--- src/rtl/regfile_pkg.sv ---
// Shared types and index helpers for the multi-port register file.
// Build option ZERO_REG_EN: when defined, register 0 is hardwired to zero and never busy.
package regfile_pkg;

  localparam int DEF_WORD_LENGTH = 16;
  localparam int DEF_ID_LENGTH   = 3;

`ifdef ZERO_REG_EN
  localparam bit ZERO_REG = 1'b1;
`else
  localparam bit ZERO_REG = 1'b0;
`endif

  typedef logic [DEF_WORD_LENGTH-1:0] word_t;
  typedef logic [DEF_ID_LENGTH-1:0]   reg_id_t;

  function automatic logic id_in_range(input int id, input int num_regs);
    return id < num_regs;
  endfunction

  // Implemented and not the hardwired zero register: may hold data and be busy.
  function automatic logic id_writable(input int id, input int num_regs);
    return id_in_range(id, num_regs) && !(ZERO_REG && id == 0);
  endfunction

endpackage

--- src/rtl/regfile_mp_if.sv ---
// Register file bus: writeback, N read ports, reservation handshake and occupancy.
// master = pipeline side (issue/decode/writeback), slave = register file.
interface regfile_mp_if #(
  parameter int WORD_LENGTH = 16,
  parameter int ID_LENGTH   = 3,
  parameter int NUM_REGS    = 2**ID_LENGTH,
  parameter int READ_PORTS  = 2
);
  localparam int CNT_W = $clog2(NUM_REGS + 1);

  logic                   wr_en;
  logic [ID_LENGTH-1:0]   wr_id;
  logic [WORD_LENGTH-1:0] wr_data;

  logic [ID_LENGTH-1:0]   rd_id   [READ_PORTS];
  logic [WORD_LENGTH-1:0] rd_data [READ_PORTS];
  logic [READ_PORTS-1:0]  rd_busy;

  logic                   rsv_en;
  logic [ID_LENGTH-1:0]   rsv_id;
  logic                   rsv_ack;
  logic [CNT_W-1:0]       busy_count;

  modport master (
    output wr_en, wr_id, wr_data, rd_id, rsv_en, rsv_id,
    input  rd_data, rd_busy, rsv_ack, busy_count
  );

  modport slave (
    input  wr_en, wr_id, wr_data, rd_id, rsv_en, rsv_id,
    output rd_data, rd_busy, rsv_ack, busy_count
  );

endinterface

--- src/rtl/regfile_scoreboard.sv ---
// Per-register busy scoreboard: reservation acknowledge, busy vector and busy count.
// A write releases its register; a reservation in the same cycle on the same id wins.
module regfile_scoreboard
  import regfile_pkg::*;
#(
  parameter  int ID_LENGTH = DEF_ID_LENGTH,
  parameter  int NUM_REGS  = 2**ID_LENGTH,
  localparam int CNT_W     = $clog2(NUM_REGS + 1)
) (
  input  logic                 clk,
  input  logic                 rst,
  input  logic                 wr_en_i,
  input  logic [ID_LENGTH-1:0] wr_id_i,
  input  logic                 rsv_en_i,
  input  logic [ID_LENGTH-1:0] rsv_id_i,
  output logic [NUM_REGS-1:0]  busy_o,
  output logic                 rsv_ack_o,
  output logic [CNT_W-1:0]     busy_count_o
);

  localparam int DEPTH = 2**ID_LENGTH;

  logic [NUM_REGS-1:0] busy_q, busy_d;
  logic [CNT_W-1:0]    count_q, count_d;
  logic [DEPTH-1:0]    busy_ext;
  logic                wr_hit;
  logic                rsv_valid;
  logic                rsv_set;

  // Unimplemented ids read as never busy.
  assign busy_ext = DEPTH'(busy_q);

  always_comb begin
    // NOTE: every variable gets a default before any branch so no path infers a latch.
    busy_d    = busy_q;
    count_d   = '0;
    wr_hit    = wr_en_i && id_writable(int'(wr_id_i), NUM_REGS);
    rsv_valid = rsv_en_i && id_in_range(int'(rsv_id_i), NUM_REGS);
    rsv_ack_o = rsv_valid && (!busy_ext[rsv_id_i] || (wr_en_i && wr_id_i == rsv_id_i));
    rsv_set   = rsv_ack_o && id_writable(int'(rsv_id_i), NUM_REGS);

    for (int r = 0; r < NUM_REGS; r++) begin
      if (wr_hit && wr_id_i == ID_LENGTH'(r)) busy_d[r] = 1'b0;
      if (rsv_set && rsv_id_i == ID_LENGTH'(r)) busy_d[r] = 1'b1;
    end

    // Counting the next vector keeps the count exact and bounded to 0..NUM_REGS.
    for (int r = 0; r < NUM_REGS; r++) begin
      count_d = count_d + CNT_W'(busy_d[r]);
    end
  end

  always_ff @(posedge clk or posedge rst) begin
    if (rst) begin
      busy_q  <= '0;
      count_q <= '0;
    end else begin
      // NOTE: non-blocking assignments so every flop samples pre-edge values.
      busy_q  <= busy_d;
      count_q <= count_d;
    end
  end

  assign busy_o       = busy_q;
  assign busy_count_o = count_q;

endmodule

--- src/rtl/regfile_mp.sv ---
// Multi-read-port register file with write-first bypass and busy scoreboard.
// Storage and read muxes live here; reservation tracking is in regfile_scoreboard.
module regfile_mp
  import regfile_pkg::*;
#(
  parameter int WORD_LENGTH = DEF_WORD_LENGTH,
  parameter int ID_LENGTH   = DEF_ID_LENGTH,
  parameter int NUM_REGS    = 2**ID_LENGTH,
  parameter int READ_PORTS  = 2
) (
  input  logic         clk,
  input  logic         rst,
  regfile_mp_if.slave  bus
);

  localparam int DEPTH = 2**ID_LENGTH;

  logic [WORD_LENGTH-1:0] mem_q [NUM_REGS];
  logic [NUM_REGS-1:0]    busy;
  logic [DEPTH-1:0]       busy_ext;
  logic                   wr_ok;

  assign wr_ok    = bus.wr_en && id_writable(int'(bus.wr_id), NUM_REGS);
  assign busy_ext = DEPTH'(busy);

  always_ff @(posedge clk or posedge rst) begin
    if (rst) begin
      // NOTE: the array is reset explicitly; operands must read as zero after reset.
      for (int r = 0; r < NUM_REGS; r++) mem_q[r] <= '0;
    end else begin
      for (int r = 0; r < NUM_REGS; r++) begin
        if (wr_ok && bus.wr_id == ID_LENGTH'(r)) mem_q[r] <= bus.wr_data;
      end
    end
  end

  regfile_scoreboard #(
    .ID_LENGTH (ID_LENGTH),
    .NUM_REGS  (NUM_REGS)
  ) u_scoreboard (
    .clk          (clk),
    .rst          (rst),
    .wr_en_i      (bus.wr_en),
    .wr_id_i      (bus.wr_id),
    .rsv_en_i     (bus.rsv_en),
    .rsv_id_i     (bus.rsv_id),
    .busy_o       (busy),
    .rsv_ack_o    (bus.rsv_ack),
    .busy_count_o (bus.busy_count)
  );

  for (genvar i = 0; i < READ_PORTS; i++) begin : g_rd
    logic readable;
    logic hit;

    // A readable id that matches the writeback takes the incoming data and is not busy.
    assign readable = id_writable(int'(bus.rd_id[i]), NUM_REGS);
    assign hit      = bus.wr_en && bus.wr_id == bus.rd_id[i];

    assign bus.rd_data[i] = !readable ? '0 :
                            hit       ? bus.wr_data : mem_q[bus.rd_id[i]];
    assign bus.rd_busy[i] = readable && busy_ext[bus.rd_id[i]] && !hit;
  end

endmodule

--- src/flat_wrapper.sv ---
// flat-port wrapper written by rule: the top's interface ports become plain ports
module regfile_mp_flat import regfile_pkg::*;
#(
  parameter int WORD_LENGTH = DEF_WORD_LENGTH,
  parameter int ID_LENGTH   = DEF_ID_LENGTH,
  parameter int NUM_REGS    = 2**ID_LENGTH,
  parameter int READ_PORTS  = 2
)
  (clk, rst, bus_wr_en, bus_wr_id, bus_wr_data, bus_rd_id, bus_rsv_en, bus_rsv_id, bus_rd_data, bus_rd_busy, bus_rsv_ack, bus_busy_count);
  regfile_mp_if #(.WORD_LENGTH(WORD_LENGTH), .ID_LENGTH(ID_LENGTH), .NUM_REGS(NUM_REGS), .READ_PORTS(READ_PORTS)) bus_i ();
  input  logic clk;
  input  logic rst;
  input wire logic [$bits(bus_i.wr_en)-1:0] bus_wr_en;
  input wire logic [$bits(bus_i.wr_id)-1:0] bus_wr_id;
  input wire logic [$bits(bus_i.wr_data)-1:0] bus_wr_data;
  input wire logic [$bits(bus_i.rd_id)-1:0] bus_rd_id;
  input wire logic [$bits(bus_i.rsv_en)-1:0] bus_rsv_en;
  input wire logic [$bits(bus_i.rsv_id)-1:0] bus_rsv_id;
  output wire logic [$bits(bus_i.rd_data)-1:0] bus_rd_data;
  output wire logic [$bits(bus_i.rd_busy)-1:0] bus_rd_busy;
  output wire logic [$bits(bus_i.rsv_ack)-1:0] bus_rsv_ack;
  output wire logic [$bits(bus_i.busy_count)-1:0] bus_busy_count;
  assign bus_i.wr_en = bus_wr_en;
  assign bus_i.wr_id = bus_wr_id;
  assign bus_i.wr_data = bus_wr_data;
  assign bus_i.rd_id = {>>{bus_rd_id}};
  assign bus_i.rsv_en = bus_rsv_en;
  assign bus_i.rsv_id = bus_rsv_id;
  assign bus_rd_data = {>>{bus_i.rd_data}};
  assign bus_rd_busy = bus_i.rd_busy;
  assign bus_rsv_ack = bus_i.rsv_ack;
  assign bus_busy_count = bus_i.busy_count;
  regfile_mp #(.WORD_LENGTH(WORD_LENGTH), .ID_LENGTH(ID_LENGTH), .NUM_REGS(NUM_REGS), .READ_PORTS(READ_PORTS)) u_core (.clk(clk), .rst(rst), .bus(bus_i));
endmodule
--- config.mk ---
export PLATFORM = sky130hd
export DESIGN_NAME = regfile_mp_flat
export DESIGN_NICKNAME = d
export VERILOG_FILES = /design/src/rtl/regfile_pkg.sv /design/src/rtl/regfile_mp_if.sv /design/src/rtl/regfile_scoreboard.sv /design/src/rtl/regfile_mp.sv /design/src/flat_wrapper.sv
export SDC_FILE = /design/constraint.sdc
export NUM_CORES = 1
export LEC_CHECK = 0
export CAP_MARGIN = 0
export CORE_UTILIZATION = 56
export CTS_CLUSTER_SIZE = 25
export DETAILED_ROUTE_END_ITERATION = 12
export GPL_TIMING_DRIVEN = 0
export PLACE_DENSITY = 0.78
export SYNTH_ARGS = -nofsm -noshare
export SYNTH_HDL_FRONTEND = slang
export SYNTH_SLANG_ARGS = --single-unit
--- constraint.sdc ---
create_clock -name clk -period 13.6 [get_ports clk]
set_input_delay 4.08 -clock clk [delete_from_list [all_inputs] [get_ports clk]]
set_output_delay 4.08 -clock clk [all_outputs]
set_load 0.02 [all_outputs]
### After elaboration in Yosys (flattened, before gate mapping)

Cells that the tools add are included.

* register bits: 140
* bits of input ports: 32
* output and inout bits: 39

* add/sub/neg operators: 7
* $lt $le $gt $ge: 5
* eq/ne operators: 17
* mux-type cells: 30
* bitwise logic cells: 2
* reduce and logical (&&, ||, !) cells: 28

Operators by type and width (number)
* $bmux W16 S3: 2
* $mux W16: 6
* $eq A3 B3 Y1 const B: 8
* $logic_and A1 B1 Y1: 22
* $mux W1: 19
* $add A4 B1 Y4: 4
* $eq A3 B2 Y1 const B: 4
* $lt A3 B4 Y1 const B: 3
* $bmux W1 S3: 3
* $eq A3 B3 Y1: 3
* $ge A4 B4 Y1 const B: 2
* $not A3 Y4: 2
* $eq A3 B1 Y1 const B: 2
* $logic_not A3 Y1: 2
* $add A3 B1 Y4: 1
* $add A2 B1 Y3: 1
* $logic_not A1 Y1: 3
* $add A1 B1 Y2: 1
* $logic_or A1 B1 Y1: 1

### Logic depth before layout (Yosys ltp)

Gate-level depths: netlist of the first run.

* depth after elaboration: 14
* mapped depth: 15
* depth with buffers taken out: 13

### Modules after synthesis

From an unflattened synthesis of the first run, not the netlist that was laid out.

* cell total of the unflattened synthesis: 542
* area, all modules: 8526.9 µm²

Modules (own cells, without submodules)
* regfile_mp: instances 1, cells an instance 461, area an instance 7662.3 µm²
* regfile_scoreboard: instances 1, cells an instance 81, area an instance 864.6 µm²

### Worst setup path before layout of the first run

OpenSTA, ideal clock, no wires.

* kind: in2out
* from: in bus_rsv_id[1]
* to: out bus_rsv_ack
* arrival: 5.375 ns
* data required time: 9.520 ns
* path slack: 4.145 ns
* cell stages on the path: 4
* buffers on the path: 1
* cells stage by stage: buf_2 -> mux4_2 -> nand2b_1 -> a21boi_0

* longest elaborated chain between the ends: 5

Ends and longest elaborated chain
* start, declared: line flat_wrapper.sv:18 `input wire logic [$bits(bus_i.rsv_id)-1:0] bus_rsv_id;`
* $bmux W1 S3: line regfile_scoreboard.sv:39 `rsv_ack_o = rsv_valid && (!busy_ext[rsv_id_i] || (wr_en_i && wr_id_i == rsv_id_i));`
* $mux W1 (implied by the code): line regfile_scoreboard.sv:39
* $logic_not A1 Y1: line regfile_scoreboard.sv:39
* $logic_or A1 B1 Y1 (*): line regfile_scoreboard.sv:39
* $logic_and A1 B1 Y1 (*): line regfile_scoreboard.sv:39
* end, declared: line flat_wrapper.sv:21 `output wire logic [$bits(bus_i.rsv_ack)-1:0] bus_rsv_ack;`

Every way passes the cells marked *; elsewhere a longest branch is shown, timed or not. The select of a mux whose other input is x is not followed.

### Final worst setup path of the first run

* from: in bus_wr_id[2]
* to: out bus_rd_data[25]

* longest elaborated chain between the ends: 3

Ends and longest elaborated chain
* start, declared: line flat_wrapper.sv:14 `input wire logic [$bits(bus_i.wr_id)-1:0] bus_wr_id;`
* $eq A3 B3 Y1: line regfile_mp.sv:58 `assign hit = bus.wr_en && bus.wr_id == bus.rd_id[i];`
* $logic_and A1 B1 Y1: line regfile_mp.sv:58
* $mux W16: line regfile_mp.sv:61 `hit ? bus.wr_data : mem_q[bus.rd_id[i]];`
* end, declared: line flat_wrapper.sv:19 `output wire logic [$bits(bus_i.rd_data)-1:0] bus_rd_data;`

Every way passes these cells.

==> results of run 1 <==
==> layer usage <==
metal / track usage / up-vias
li1: - / 2303
met1: 0.3968 / 2843
met2: 0.4821 / 236
met3: 0.07481 / 46
met4: 0.1235 / 0
met5: 0 / -
==> area by class of cell <==
type / instances / area [um2]
Fill cell: 978 / 4634
Multi-Input combinational cell: 365 / 4239
Sequential cell: 140 / 3503
Clock buffer: 25 / 495.5
Timing Repair Buffer: 46 / 478.0
Buffer: 56 / 351.6
Tap cell: 180 / 225.2
Clock inverter: 6 / 61.31
Inverter: 13 / 53.80
==> layout by cell type, fill, tap and decap left out, types with 2 or more instances in the layout <==
| cell | n |
|---|---|
| sky130_fd_sc_hd__a21oi_1 | 35 |
| sky130_fd_sc_hd__a32o_1 | 3 |
| sky130_fd_sc_hd__and2_1 | 2 |
| sky130_fd_sc_hd__buf_1 | 4 |
| sky130_fd_sc_hd__buf_2 | 11 |
| sky130_fd_sc_hd__buf_4 | 26 |
| sky130_fd_sc_hd__buf_6 | 4 |
| sky130_fd_sc_hd__clkbuf_1 | 15 |
| sky130_fd_sc_hd__clkbuf_16 | 17 |
| sky130_fd_sc_hd__clkbuf_8 | 4 |
| sky130_fd_sc_hd__clkdlybuf4s50_1 | 45 |
| sky130_fd_sc_hd__clkinv_2 | 3 |
| sky130_fd_sc_hd__dfrtp_1 | 140 |
| sky130_fd_sc_hd__fa_1 | 4 |
| sky130_fd_sc_hd__ha_1 | 3 |
| sky130_fd_sc_hd__inv_1 | 12 |
| sky130_fd_sc_hd__mux2_2 | 128 |
| sky130_fd_sc_hd__mux2i_1 | 36 |
| sky130_fd_sc_hd__mux4_2 | 69 |
| sky130_fd_sc_hd__nand2_1 | 4 |
| sky130_fd_sc_hd__nand4_1 | 3 |
| sky130_fd_sc_hd__nand4b_2 | 3 |
| sky130_fd_sc_hd__nor2_1 | 37 |
| sky130_fd_sc_hd__nor2b_1 | 5 |
| sky130_fd_sc_hd__nor3_1 | 2 |
| sky130_fd_sc_hd__nor3b_4 | 2 |
| sky130_fd_sc_hd__xnor2_1 | 10 |
==> through the flow <==
stage | total power, uW | utilization
2_1_floorplan | 912.6 | -
3_3_place_gp | 1045 | 0.6280
3_5_place_dp | 1075 | 0.6303
4_1_cts | 1516 | 0.6700
5_1_grt | 1583 | 0.6700
6_report | 1511 | 0.6700
==> power groups by stage <==
stage	Combinational [uW]	Clock, uW	Sequential [uW]
4_1_cts	490	444	583
2_1_floorplan	342	0	571
6_report	489	438	585
3_5_place_dp	487	0	588
3_3_place_gp	470	0	575
5_1_grt	526	460	597
==> synth_stat cells, types with 2 or more instances <==
library cell               instances  area [um2]
sky130_fd_sc_hd__dfrtp_1         140        3503
sky130_fd_sc_hd__mux2_2          128        1441
sky130_fd_sc_hd__mux4_2           69        1554
sky130_fd_sc_hd__nor2_1           37       138.9
sky130_fd_sc_hd__mux2i_1          36       360.4
sky130_fd_sc_hd__a21oi_1          35       175.2
sky130_fd_sc_hd__buf_4            26       195.2
sky130_fd_sc_hd__inv_1            13       48.80
sky130_fd_sc_hd__buf_2            11       55.05
sky130_fd_sc_hd__clkbuf_1         11       41.29
sky130_fd_sc_hd__xnor2_1          10       87.58
sky130_fd_sc_hd__nor2b_1           5       31.28
sky130_fd_sc_hd__buf_1             4       15.01
sky130_fd_sc_hd__buf_6             4       45.04
sky130_fd_sc_hd__fa_1              4       80.08
sky130_fd_sc_hd__nand2_1           4       15.01
sky130_fd_sc_hd__a32o_1            3       30.03
sky130_fd_sc_hd__ha_1              3       37.54
sky130_fd_sc_hd__nand4_1           3       18.77
sky130_fd_sc_hd__nand4b_2          3       45.04
sky130_fd_sc_hd__and2_1            2       12.51
sky130_fd_sc_hd__nor3_1            2       10.01
sky130_fd_sc_hd__nor3b_4           2       37.54
==> how the worst max path moves through the flow <==
stage,slack [ps],end
global placement,2840,bus_rd_data[9]
finish,2690,bus_rd_data[25]
CTS,2790,bus_rd_data[6]
floorplan,4150,bus_rsv_ack
detailed placement,2790,bus_rd_data[6]
global route,2630,bus_rd_data[6]
==> critical path, cell delays in order <==
cell and delay [ps]:
sky130_fd_sc_hd__clkdlybuf4s50_1 480, sky130_fd_sc_hd__buf_4 230, sky130_fd_sc_hd__xnor2_1 100, sky130_fd_sc_hd__nand4_1 290, sky130_fd_sc_hd__clkbuf_1 700, sky130_fd_sc_hd__nor2_1 80
sky130_fd_sc_hd__a21oi_1 200, sky130_fd_sc_hd__clkdlybuf4s50_1 650
==> registers in the layout, indices dropped and copies added (netlist names) <==
register	count
u_core.mem_q	128
u_core.u_scoreboard.busy_o	8
u_core.u_scoreboard.busy_count_o	4
==> cell families after synthesis <==
| logic type | after synthesis | share of synthesized area |
|---|---|---|
| adder cells (fa/ha/maj) | 7 | 0.01444 |
| buffers and inverters | 69 | 0.04917 |
| AND/OR/NAND/NOR | 65 | 0.04656 |
| XOR/XNOR | 10 | 0.01076 |
| multiplexers | 233 | 0.4121 |
| flip-flops | 140 | 0.4302 |
| AO/OA/AOI/OAI | 50 | 0.03673 |
==> results_tabular.tex, run 1 <==
\begin{tabular}{lr}
\hline
Metric & Value \\
\hline
\multicolumn{2}{l}{\textbf{Clocking}} \\
Clock insertion delay at the later pin of the skew report & about 420 ps \\
CTS root buf & sky130\_fd\_sc\_hd\_\_clkbuf\_16 \\
Clock buffer depth & 2 \\
Post CTS Setup Buffer Count & 0 \\
Count of instances resized after the clock tree is built & 0 \\
TritonCTS clock tree & yes \\
TritonCTS buffer count & 17 \\
H-tree levels & 4 \\
Quantity of hold-fixing buffers added after cts & 0 \\
Post-CTS clock slew at the launch and capture registers of the worst setup and hold paths & $\sim$50 ps \\
Clk sink count & between 100 and 150 \\
\multicolumn{2}{l}{\textbf{Routing}} \\
Number of iterations in the first detailed-routing pass & 7 \\
Total vias in the final route & approximately 5400 \\
Total wirelength of the detailed-routed design & between 20 and 25 mm \\
DRC marker count from the first detailed-route iteration & about 450 \\
Met1 layer wirelength in the final routing & 8.709 mm \\
Routed met2 length & just over 10 mm \\
Highest layer used for signal routing & met4 \\
Detailed-route vias per instance & $\sim$6.5 \\
Total met3 wirelength after detailed routing & about 1.3 mm \\
Antenna-violating nets left & 0 \\
Routed WL per cell & roughly 25 um \\
DRC viols & 0 \\
\multicolumn{2}{l}{\textbf{Placed design}} \\
Total cell area at the placement stage & approximately 0.0089 mm2 \\
Placed Cells & 800 \\
IO Port Bufs & 45 \\
Pre-CTS worst setup slack & approximately 2800 ps \\
RD Place Congestion & about 0.83 \\
HPWL Detailed & between 10 and 15 mm \\
\multicolumn{2}{l}{\textbf{Critical path}} \\
Worst Setup Start Kind & input port \\
Largest fanout on the critical path & 10 \\
Worst reg2reg path depth & 13 \\
Arrival time of data at the critical path endpoint & a little under 7000 ps \\
Worst Setup End Kind & primary output \\
R2r setup slk & about 9800 ps \\
Required arrival time at the worst endpoint & 9520 ps \\
Critical path origin & bus\_wr\_id[2] \\
Worst r2r src & u\_core.u\_scoreboard.busy\_o[3] \\
Kind of critical path & input port to primary output \\
Worst r2r dst & u\_core.u\_scoreboard.busy\_count\_o[1] \\
\multicolumn{2}{l}{\textbf{Logic synthesis}} \\
Post-synth EDFFs & 0 \\
Syn Nets & around 610 \\
Unique cell type count in the Yosys netlist & 42 \\
Main flop type after synthesis & sky130\_fd\_sc\_hd\_\_dfrtp\_1 \\
Yosys warns & 0 \\
Post-Syn Area per Cell & 14.19 um2 \\
Flop and latch count out of synthesis & 140 \\
Combined area of all synthesized cells & 0.008143 mm2 \\
Sequential element share of the synthesized area & 0.4302 \\
Post-synth ARST share & 1.000 \\
Cell count after synthesis & $\sim$570 \\
\multicolumn{2}{l}{\textbf{Power and ir drop}} \\
Net switching power & approximately 450 uW \\
Sequential Power Share & 0.387 \\
VDD IR max & about 0.00010 V \\
Internal Power & 1058 uW \\
Net Sw Frac & 0.3001 \\
Clock share of power & 0.290 \\
Static leakage & approximately 0.004 uW \\
Relative contribution of combinational cells to total power & 0.323 \\
Total power per unit cell area & 160.6 mW/mm2 \\
\multicolumn{2}{l}{\textbf{Layout}} \\
Diode insertion count for antenna repair & 0 \\
Final instance count without filler cells & about 830 \\
Finished Cell Area & $\sim$0.0094 mm2 \\
Fin nets & approximately 680 \\
Synthesis-to-finish area growth & 15.53\% \\
Layout cells sized above 1 & 0.4255 \\
\multicolumn{2}{l}{\textbf{Floorplanning}} \\
I/O pin count & around 70 \\
DIE WIDTH & around 120 um \\
Initial Utilization & 0.5799 \\
FP Rows & between 40 and 50 \\
Standard cell core area & 0.01404 mm2 \\
DIE HEIGHT & 122.6 um \\
Die Area & 0.01503 mm2 \\
\multicolumn{2}{l}{\textbf{Global route}} \\
Initial antenna violation count & 0 \\
Largest net degree at the start of global routing & between 70 and 80 \\
Global-route wire length before repair & between 30 and 40 mm \\
Global router's overall resource usage & 0.3021 \\
Vias in the first global route & roughly 5700 \\
Aggregate global routing overflow & 0 \\
\multicolumn{2}{l}{\textbf{STA}} \\
Setup Skew & roughly 3.2 ps \\
Number of pins exceeding their max-slew limit in the final report & 0 \\
Normalized max-slew margin & 0.3595 \\
Clock period minus worst slack & between 10000 and 15000 ps \\
Worst slew pin tran & roughly 960 ps \\
Setup repair after global routing missed its margin & false \\
Count of final hold-check violations & 0 \\
Final count of negative-setup-slack endpoints & 0 \\
Final TNS setup & 0 ps \\
Period utilization & 0.8020 \\
Maximum clock frequency & between 90 and 100 MHz \\
Worst Setup Slack, final & roughly 2700 ps \\
Worst hold slack across all endpoints & 521.3 ps \\
\multicolumn{2}{l}{\textbf{Min path}} \\
Hold Path Origin & u\_core.mem\_q[23] \\
Hold Path Stages & 1 \\
Hold WC Path Type & register to register \\
Min-Delay Endpoint & u\_core.mem\_q[23] \\
\multicolumn{2}{l}{\textbf{Flow run}} \\
Number of violations of the max-capacitance limit & 0 \\
\multicolumn{2}{l}{\textbf{Status}} \\
Status & complete, no violations \\
\hline
\end{tabular}
Note: power is estimated with default switching activity, not from simulation.
==> run 2, diff against run 1 <==
clock period = 10.65 ns   (was 13.6 ns; I/O delays follow)
==> results of run 2 <==
Same layout as run 1 (identical final DEF). Status: complete, no violations.
Among the figures that moved: setup slack after placement 2789 ps -> 1609 ps; setup slack after layout 2693 ps -> 1513 ps; register-to-register setup slack 9750 ps -> 6800 ps; total power 1511 uW -> 1930 uW; worst IR drop on VDD 0.0001034 V -> 0.0001320 V
